$ cat src/rtl/lcd_pkg.sv
// Shared HD44780 command bytes, display-word field layout and FSM state types
// for the character-LCD writer.
package lcd_pkg;

    localparam logic [7:0] FUNC_SET_8B2L = 8'h38;
    localparam logic [7:0] DISP_ON       = 8'h0C;
    localparam logic [7:0] CLEAR         = 8'h01;
    localparam logic [7:0] ENTRY_INC     = 8'h06;
    localparam logic [7:0] SET_DDRAM     = 8'h80;
    localparam logic [7:0] LINE2_OFS     = 8'h40;

    localparam int WORD_W    = 18;
    localparam int CHR_W     = 8;
    localparam int CHR_A_LSB = 10;
    localparam int CHR_B_LSB = 2;
    localparam int SLOT_LSB  = 0;
    localparam int SLOT_W    = 2;
    localparam int INIT_LEN  = 4;

    typedef enum logic [2:0] {
        S_PWRUP,
        S_INIT,
        S_IDLE,
        S_ADDR,
        S_CHR_A,
        S_CHR_B
    } topState_t;

    typedef enum logic [1:0] {
        X_IDLE,
        X_SETUP,
        X_PULSE,
        X_WAIT
    } xferState_t;

    function automatic logic [7:0] initByte(input logic [1:0] idx);
        logic [7:0] b;
        case (idx)
            2'd0:    b = FUNC_SET_8B2L;
            2'd1:    b = DISP_ON;
            2'd2:    b = CLEAR;
            default: b = ENTRY_INC;
        endcase
        return b;
    endfunction

    // Each slot covers two columns, so slot 3 lands on column 6.
    function automatic logic [7:0] ddramAddr(input logic lineSel, input logic [SLOT_W-1:0] slot);
        logic [7:0] ofs;
        ofs = lineSel ? LINE2_OFS : 8'h00;
        return SET_DDRAM | ofs | {5'b00000, slot, 1'b0};
    endfunction

endpackage

$ cat src/rtl/lcd_byte_xfer.sv
// Moves one byte onto the HD44780 bus: setup cycle, E pulse, then a hold-off
// whose length depends on whether the byte was a clear-display command.
module lcd_byte_xfer
    import lcd_pkg::*;
#(
    parameter int E_HIGH_CYC = 1,
    parameter int T_CMD_CYC  = 1,
    parameter int T_CLR_CYC  = 20
) (
    input  logic       clk,
    input  logic       rstBt,
    input  logic       start,
    input  logic [7:0] byteIn,
    input  logic       rsIn,
    input  logic       longWait,
    output logic       enable,
    output logic [7:0] dataOut,
    output logic       rsOut,
    output logic       done
);

    localparam int MAX_A   = (E_HIGH_CYC > T_CMD_CYC) ? E_HIGH_CYC : T_CMD_CYC;
    localparam int MAX_CYC = (MAX_A > T_CLR_CYC) ? MAX_A : T_CLR_CYC;
    localparam int CW      = $clog2(MAX_CYC + 1);

    xferState_t    state;
    xferState_t    nextState;
    logic [CW-1:0] cnt;
    logic [CW-1:0] waitLast;
    logic          longReg;

    always_ff @(posedge clk or negedge rstBt) begin
        if (!rstBt) begin
            state <= X_IDLE;
        end else begin
            state <= nextState;
        end
    end

    // Bus byte and RS are captured at start and held until the next start.
    always_ff @(posedge clk or negedge rstBt) begin
        if (!rstBt) begin
            dataOut <= '0;
            rsOut   <= 1'b0;
            longReg <= 1'b0;
        end else if (state == X_IDLE && start) begin
            dataOut <= byteIn;
            rsOut   <= rsIn;
            longReg <= longWait;
        end
    end

    always_ff @(posedge clk or negedge rstBt) begin
        if (!rstBt) begin
            cnt <= '0;
        end else if (state != nextState) begin
            cnt <= '0;
        end else if (state == X_PULSE || state == X_WAIT) begin
            cnt <= cnt + CW'(1);
        end
    end

    assign waitLast = longReg ? CW'(T_CLR_CYC - 1) : CW'(T_CMD_CYC - 1);

    always_comb begin
        nextState = state;
        case (state)
            X_IDLE:  if (start) nextState = X_SETUP;
            X_SETUP: nextState = X_PULSE;
            X_PULSE: if (cnt == CW'(E_HIGH_CYC - 1)) nextState = X_WAIT;
            X_WAIT:  if (cnt == waitLast) nextState = X_IDLE;
            default: nextState = X_IDLE;
        endcase
    end

    always_comb begin
        enable = (state == X_PULSE);
        done   = (state == X_WAIT) && (cnt == waitLast);
    end

endmodule

$ cat src/rtl/lcd_hd44780_writer.sv
// HD44780 8-bit bus writer: runs the power-up init, then turns each accepted
// display word into a DDRAM address command followed by two characters.
module lcd_hd44780_writer
    import lcd_pkg::*;
#(
    parameter int T_PWRUP_CYC = 150,
    parameter int E_HIGH_CYC  = 1,
    parameter int T_CMD_CYC   = 1,
    parameter int T_CLR_CYC   = 20
) (
    input  logic              clk,
    input  logic              rstBt,
    input  logic              lcdWrite,
    input  logic [WORD_W-1:0] dataIn,
    input  logic              line,
    input  logic              setLine,
    output logic [7:0]        dataOut,
    output logic              RS,
    output logic              RW,
    output logic              enableOut,
    output logic              ready,
    output logic              busy
);

    localparam int PW = $clog2(T_PWRUP_CYC + 1);

    topState_t         state;
    topState_t         nextState;
    logic [2:0]        wrSync;
    logic [1:0]        setSync;
    logic              wrRise;
    logic              lineReg;
    logic              lineNow;
    logic              wordLine;
    logic [CHR_W-1:0]  chrA;
    logic [CHR_W-1:0]  chrB;
    logic [SLOT_W-1:0] slot;
    logic [PW-1:0]     pwrCnt;
    logic [1:0]        initIdx;
    logic              issued;
    logic              byteState;
    logic              xStart;
    logic [7:0]        xByte;
    logic              xRs;
    logic              xLong;
    logic              xDone;

    // wrSync[2] is the previous synchronised level, used only for edge detection.
    always_ff @(posedge clk or negedge rstBt) begin
        if (!rstBt) begin
            wrSync  <= '0;
            setSync <= '0;
        end else begin
            wrSync  <= {wrSync[1:0], lcdWrite};
            setSync <= {setSync[0], setLine};
        end
    end

    assign wrRise  = wrSync[1] & ~wrSync[2];
    assign lineNow = setSync[1] ? line : lineReg;

    always_ff @(posedge clk or negedge rstBt) begin
        if (!rstBt) begin
            state <= S_PWRUP;
        end else begin
            state <= nextState;
        end
    end

    always_comb begin
        nextState = state;
        case (state)
            S_PWRUP: if (pwrCnt == PW'(T_PWRUP_CYC - 1)) nextState = S_INIT;
            S_INIT:  if (xDone && initIdx == 2'(INIT_LEN - 1)) nextState = S_IDLE;
            S_IDLE:  if (wrRise) nextState = S_ADDR;
            S_ADDR:  if (xDone) nextState = S_CHR_A;
            S_CHR_A: if (xDone) nextState = S_CHR_B;
            S_CHR_B: if (xDone) nextState = S_IDLE;
            default: nextState = S_PWRUP;
        endcase
    end

    // A word is captured with the line in force at acceptance; later setLine
    // pulses only affect the next word.
    always_ff @(posedge clk or negedge rstBt) begin
        if (!rstBt) begin
            lineReg  <= 1'b0;
            wordLine <= 1'b0;
            chrA     <= '0;
            chrB     <= '0;
            slot     <= '0;
            pwrCnt   <= '0;
            initIdx  <= '0;
            issued   <= 1'b0;
        end else begin
            if (setSync[1]) begin
                lineReg <= line;
            end
            if (state == S_IDLE && wrRise) begin
                chrA     <= dataIn[CHR_A_LSB +: CHR_W];
                chrB     <= dataIn[CHR_B_LSB +: CHR_W];
                slot     <= dataIn[SLOT_LSB +: SLOT_W];
                wordLine <= lineNow;
            end
            if (state == S_PWRUP) begin
                pwrCnt <= pwrCnt + PW'(1);
            end
            if (state == S_INIT && xDone) begin
                initIdx <= initIdx + 2'd1;
            end
            if (xStart) begin
                issued <= 1'b1;
            end else if (xDone) begin
                issued <= 1'b0;
            end
        end
    end

    always_comb begin
        byteState = 1'b0;
        xByte     = 8'h00;
        xRs       = 1'b0;
        xLong     = 1'b0;
        ready     = 1'b0;
        case (state)
            S_INIT: begin
                byteState = 1'b1;
                xByte     = initByte(initIdx);
                xLong     = (initByte(initIdx) == CLEAR);
            end
            S_IDLE: ready = 1'b1;
            S_ADDR: begin
                byteState = 1'b1;
                xByte     = ddramAddr(wordLine, slot);
            end
            S_CHR_A: begin
                byteState = 1'b1;
                xByte     = chrA;
                xRs       = 1'b1;
            end
            S_CHR_B: begin
                byteState = 1'b1;
                xByte     = chrB;
                xRs       = 1'b1;
            end
            default: ;
        endcase
        xStart = byteState && !issued;
    end

    assign busy = ~ready;
    assign RW   = 1'b0;

    lcd_byte_xfer #(
        .E_HIGH_CYC (E_HIGH_CYC),
        .T_CMD_CYC  (T_CMD_CYC),
        .T_CLR_CYC  (T_CLR_CYC)
    ) u_xfer (
        .clk      (clk),
        .rstBt    (rstBt),
        .start    (xStart),
        .byteIn   (xByte),
        .rsIn     (xRs),
        .longWait (xLong),
        .enable   (enableOut),
        .dataOut  (dataOut),
        .rsOut    (RS),
        .done     (xDone)
    );

endmodule

$ cat config.mk
export PLATFORM = sky130hd
export DESIGN_NAME = lcd_hd44780_writer
export DESIGN_NICKNAME = d
export VERILOG_FILES = /design/src/rtl/lcd_pkg.sv /design/src/rtl/lcd_byte_xfer.sv /design/src/rtl/lcd_hd44780_writer.sv
export SDC_FILE = /design/constraint.sdc
export NUM_CORES = 1
export LEC_CHECK = 0
export ABC_AREA = 1
export CORE_MARGIN = 4
export CORE_UTILIZATION = 42
export DETAILED_ROUTE_END_ITERATION = 10
export MAX_ROUTING_LAYER = met4
export PLACE_DENSITY = 0.74
export SLEW_MARGIN = 20
export SYNTH_ARGS = -nofsm -noshare
export SYNTH_HDL_FRONTEND = slang
export SYNTH_SLANG_ARGS = --single-unit
$ cat constraint.sdc
create_clock -name clk -period 1.8 [get_ports clk]
set_clock_uncertainty 0.1 [all_clocks]
set_input_delay 0.36 -clock clk [delete_from_list [all_inputs] [get_ports clk]]
set_output_delay 0.36 -clock clk [all_outputs]
set_load 0.05 [all_outputs]
==> results.yml <==
floorplanning:
  core-area_um2: 6030
  ios: 36
  rows: 28
  start_util: 0.441
  die_height_um: 87.5
  die-area_um2: 7660
  die_w_um: 87.5
placement:
  post-place-ws_ns: 0.161
  dp.cells: 417
  port_buffers: 34
  place_hpwl_mm: 3.67
  gp_congestion: 0.812
yosys:
  synth_edf_count: 0
  synthesis.instances: 308
  yosys.cell_types.count: 25
  synthFlopType: "dfrtp_1"
  yosysSeqAreaShare: 0.528
  synth_top_area_frac: 0.528
  synth.most_common_cell: "nand2_1"
  syn-num-nets: 340
  ys_seq_elements: 56
  synthTopCellsByArea: "dfrtp_1, nand2_1, ha_1"
  ys_top_cells_by_count: "nand2_1, dfrtp_1, inv_1"
  async_flop_share: 1.00
  yosys_warnings: 0
  syn_area_um2: 2660
  avgSynthCellArea_um2: 8.62
  synth_top_area_cell: "dfrtp_1"
pwr:
  pwr-share-seq: 0.612
  vdd_drop_max_mv: 0.422
  p_comb_frac: 0.041
  power_switching_mw: 0.473
  switching_share: 0.228
  internal_power_mw: 1.60
  leakagePower_nw: 1.56
  power_frac_clock: 0.347
  cellPowerDensity_nw_per_um2: 643
worst_setup_path:
  worst-path-stages: 5
  required_ns: 1.34
  crit_path_end_kind: "output pin"
  crit_family: "flip-flops"
  timing.critical_path.mode_cell: "nor2_4"
  critPathLaunchType: "flip-flop"
  crit_arrival_ns: 1.32
  reg2reg_depth: 11
  crit_fanout: 4
  critical_path_class: "flip-flop to output pin"
  path_cells: "nor2_4, inv_2, nor2_4, inv_6, buf_8"
  max_stage_delay_ns: 0.44
  slowest_stage: "dfrtp_2"
  crit_buf_inv: 3
cells_and_area:
  utilization: 0.535
  fill_cells: 575
  antenna_cells: 0
  syn_to_final_growth_pct: 21.4
  fin_cells: 428
  drive_gt1_frac: 0.136
  fin_nets: 384
timing:
  grt_setup_unrepaired: "true"
  hold_viol: 0
  final_max_slew_viol_count: 0
  setup_viol: 0
  post-route-period-util: 0.989
  fin_crit_ns: 1.78
  fmax_mhz: 562
  setup_ws_ns: 0.0204
clock_network:
  htreeDepth: 2
  clockBufferDepth: 2
  cts_sinks: 56
  clk_latency_ns: 0.31
  cts_tree: "done"
  path_clk_slew_ns: 0.11
  cts_root_buffer: "clkbuf_8"
  numCtsBuffers: 5
route:
  vias: 2035
  routedWlPerCell_um: 11.6
  dr.pass1.iters: 7
  post-route-drc-count: 0
  drt_iter0_markers: 72
  ant_nets: 0
  routed_wl_mm: 4.96
  routed_via_density: 4.75
global_route:
  grt_max_degree: 57
  track_usage: 0.145
  grt_pass1_wl_mm: 8.67
  grt_overflow: 0
  grt_pass1_vias: 1944
  antenna_found_initial: 0
status:
  status: "complete, no violations"
job:
  maxCapViolations: 0
min_path:
  hold_path_class: "flip-flop to flip-flop"
  hold_depth: 0
[kinds of logic (layout without fill, tap and decap cells)]
kind of cell,count (synthesis),in the layout,synth area share
xor+xnor,11,11,0.0363
mux,1,1,0.00424
simple gates,170,170,0.268
buf+inv,39,84,0.0692
other cells,1,1,0.00141
flops,56,56,0.528
compound gates,21,21,0.0513
fa+ha+maj,9,9,0.0424
[worst reg2reg max path: stages (launching register included)]
cell,delay (ns)
dfrtp_2,0.44
buf_4,0.16
inv_1,0.07
nand2_1,0.06
nor2_1,0.13
inv_1,0.08
nor2_1,0.18
a21oi_2,0.09
nand2_1,0.09
nand2_1,0.05
nand2_1,0.06
inv_1,0.04
[state kept, by name, indices dropped and copies added, names as in the netlist]
register and cells:
setSync 2, u_xfer.dataOut 8, lineReg 1, slot 2, pwrCnt 8, wordLine 1
wrSync 3, u_xfer.state 2, initIdx 2, chrA 8, issued 1, u_xfer.longReg 1
chrB 8, u_xfer.rsOut 1, state 3, u_xfer.cnt 5
[cell usage in the layout (no fill, tap or decap), drive strengths merged]
master / Yosys / layout
nand2: 120 / 120
dfrtp: 56 / 56
inv: 33 / 34
nor2: 31 / 31
clkdlybuf4s50: 0 / 21
buf: 6 / 21
nand3: 9 / 9
ha: 9 / 9
nand4: 8 / 8
o21ai: 8 / 8
a21oi: 8 / 8
xor2: 7 / 7
clkbuf: 0 / 5
xnor2: 4 / 4
a41oi: 4 / 4
nor3: 2 / 2
mux2: 1 / 1
a31oi: 1 / 1
conb: 1 / 1
clkinvlp: 0 / 1
clkinv: 0 / 1
dlygate4sd3: 0 / 1
[per-layer routing]
metal	GRT usage	share of wire	vias to the layer above	wire [um]
met3	0.0284	0.039	9	195
met2	0.233	0.49	46	2430
li1	-	-	1041	-
met5	-	0	-	0
met1	0.192	0.46	939	2280
met4	0.0265	0.0099	0	49
[path summary, 6_finish.rpt]
path	from	slack (ns)	endpoint
setup / recovery	state[0]	0.02	busy
hold / removal	setSync[0]	0.26	setSync[1]
min in group asynchronous	rstBt	0.47	chrA[0]
max in group asynchronous	rstBt	0.86	state[2]
setup reg to reg	state[2]	0.16	state[1]
hold reg to reg	setSync[0]	0.26	setSync[1]
[power by group through the flow]
stage / Clock [mW] / Sequential (mW) / Combinational, mW
2_1_floorplan: 0 / 1.29 / 0.0102
3_3_place_gp: 0 / 1.29 / 0.0853
3_5_place_dp: 0 / 1.29 / 0.0865
4_1_cts: 0.734 / 1.27 / 0.0879
5_1_grt: 0.790 / 1.27 / 0.0943
6_report: 0.719 / 1.27 / 0.0855
[layout make-up]
class	instances	area [um^2]	share of cell area
Sequential cell	56	1400	0.435
Timing Repair Buffer	43	424	0.132
Clock inverter	3	27.5	0.00854
Multi-Input combinational cell	213	1080	0.334
Inverter	33	129	0.0400
Tap cell	75	93.8	0.0291
Clock buffer	5	68.8	0.0213
[per-stage QoR]
stage,hold slack (ns),cell area [um^2],power (mW),setup TNS (ns)
floorplan,-0.0356,2670,1.30,-0.0189
global placement,0.235,3090,1.38,0
detailed placement,0.240,3090,1.38,0
CTS,0.265,3210,2.09,0
global route,0.267,3220,2.15,-0.0592
finish,0.263,3220,2.07,0
[what timing repair did]
item / CTS / global route
hold buffers: 1 / 0
gates cloned: 0 / 0
buffers inserted: 2 / 0
setup endpoints to repair: 2 / 6
pin swaps: 1 / 2
endpoints found under the hold margin: 56 / 0
resized for setup: 2 / 5
No activity file was read; power rests on OpenSTA's default activity.
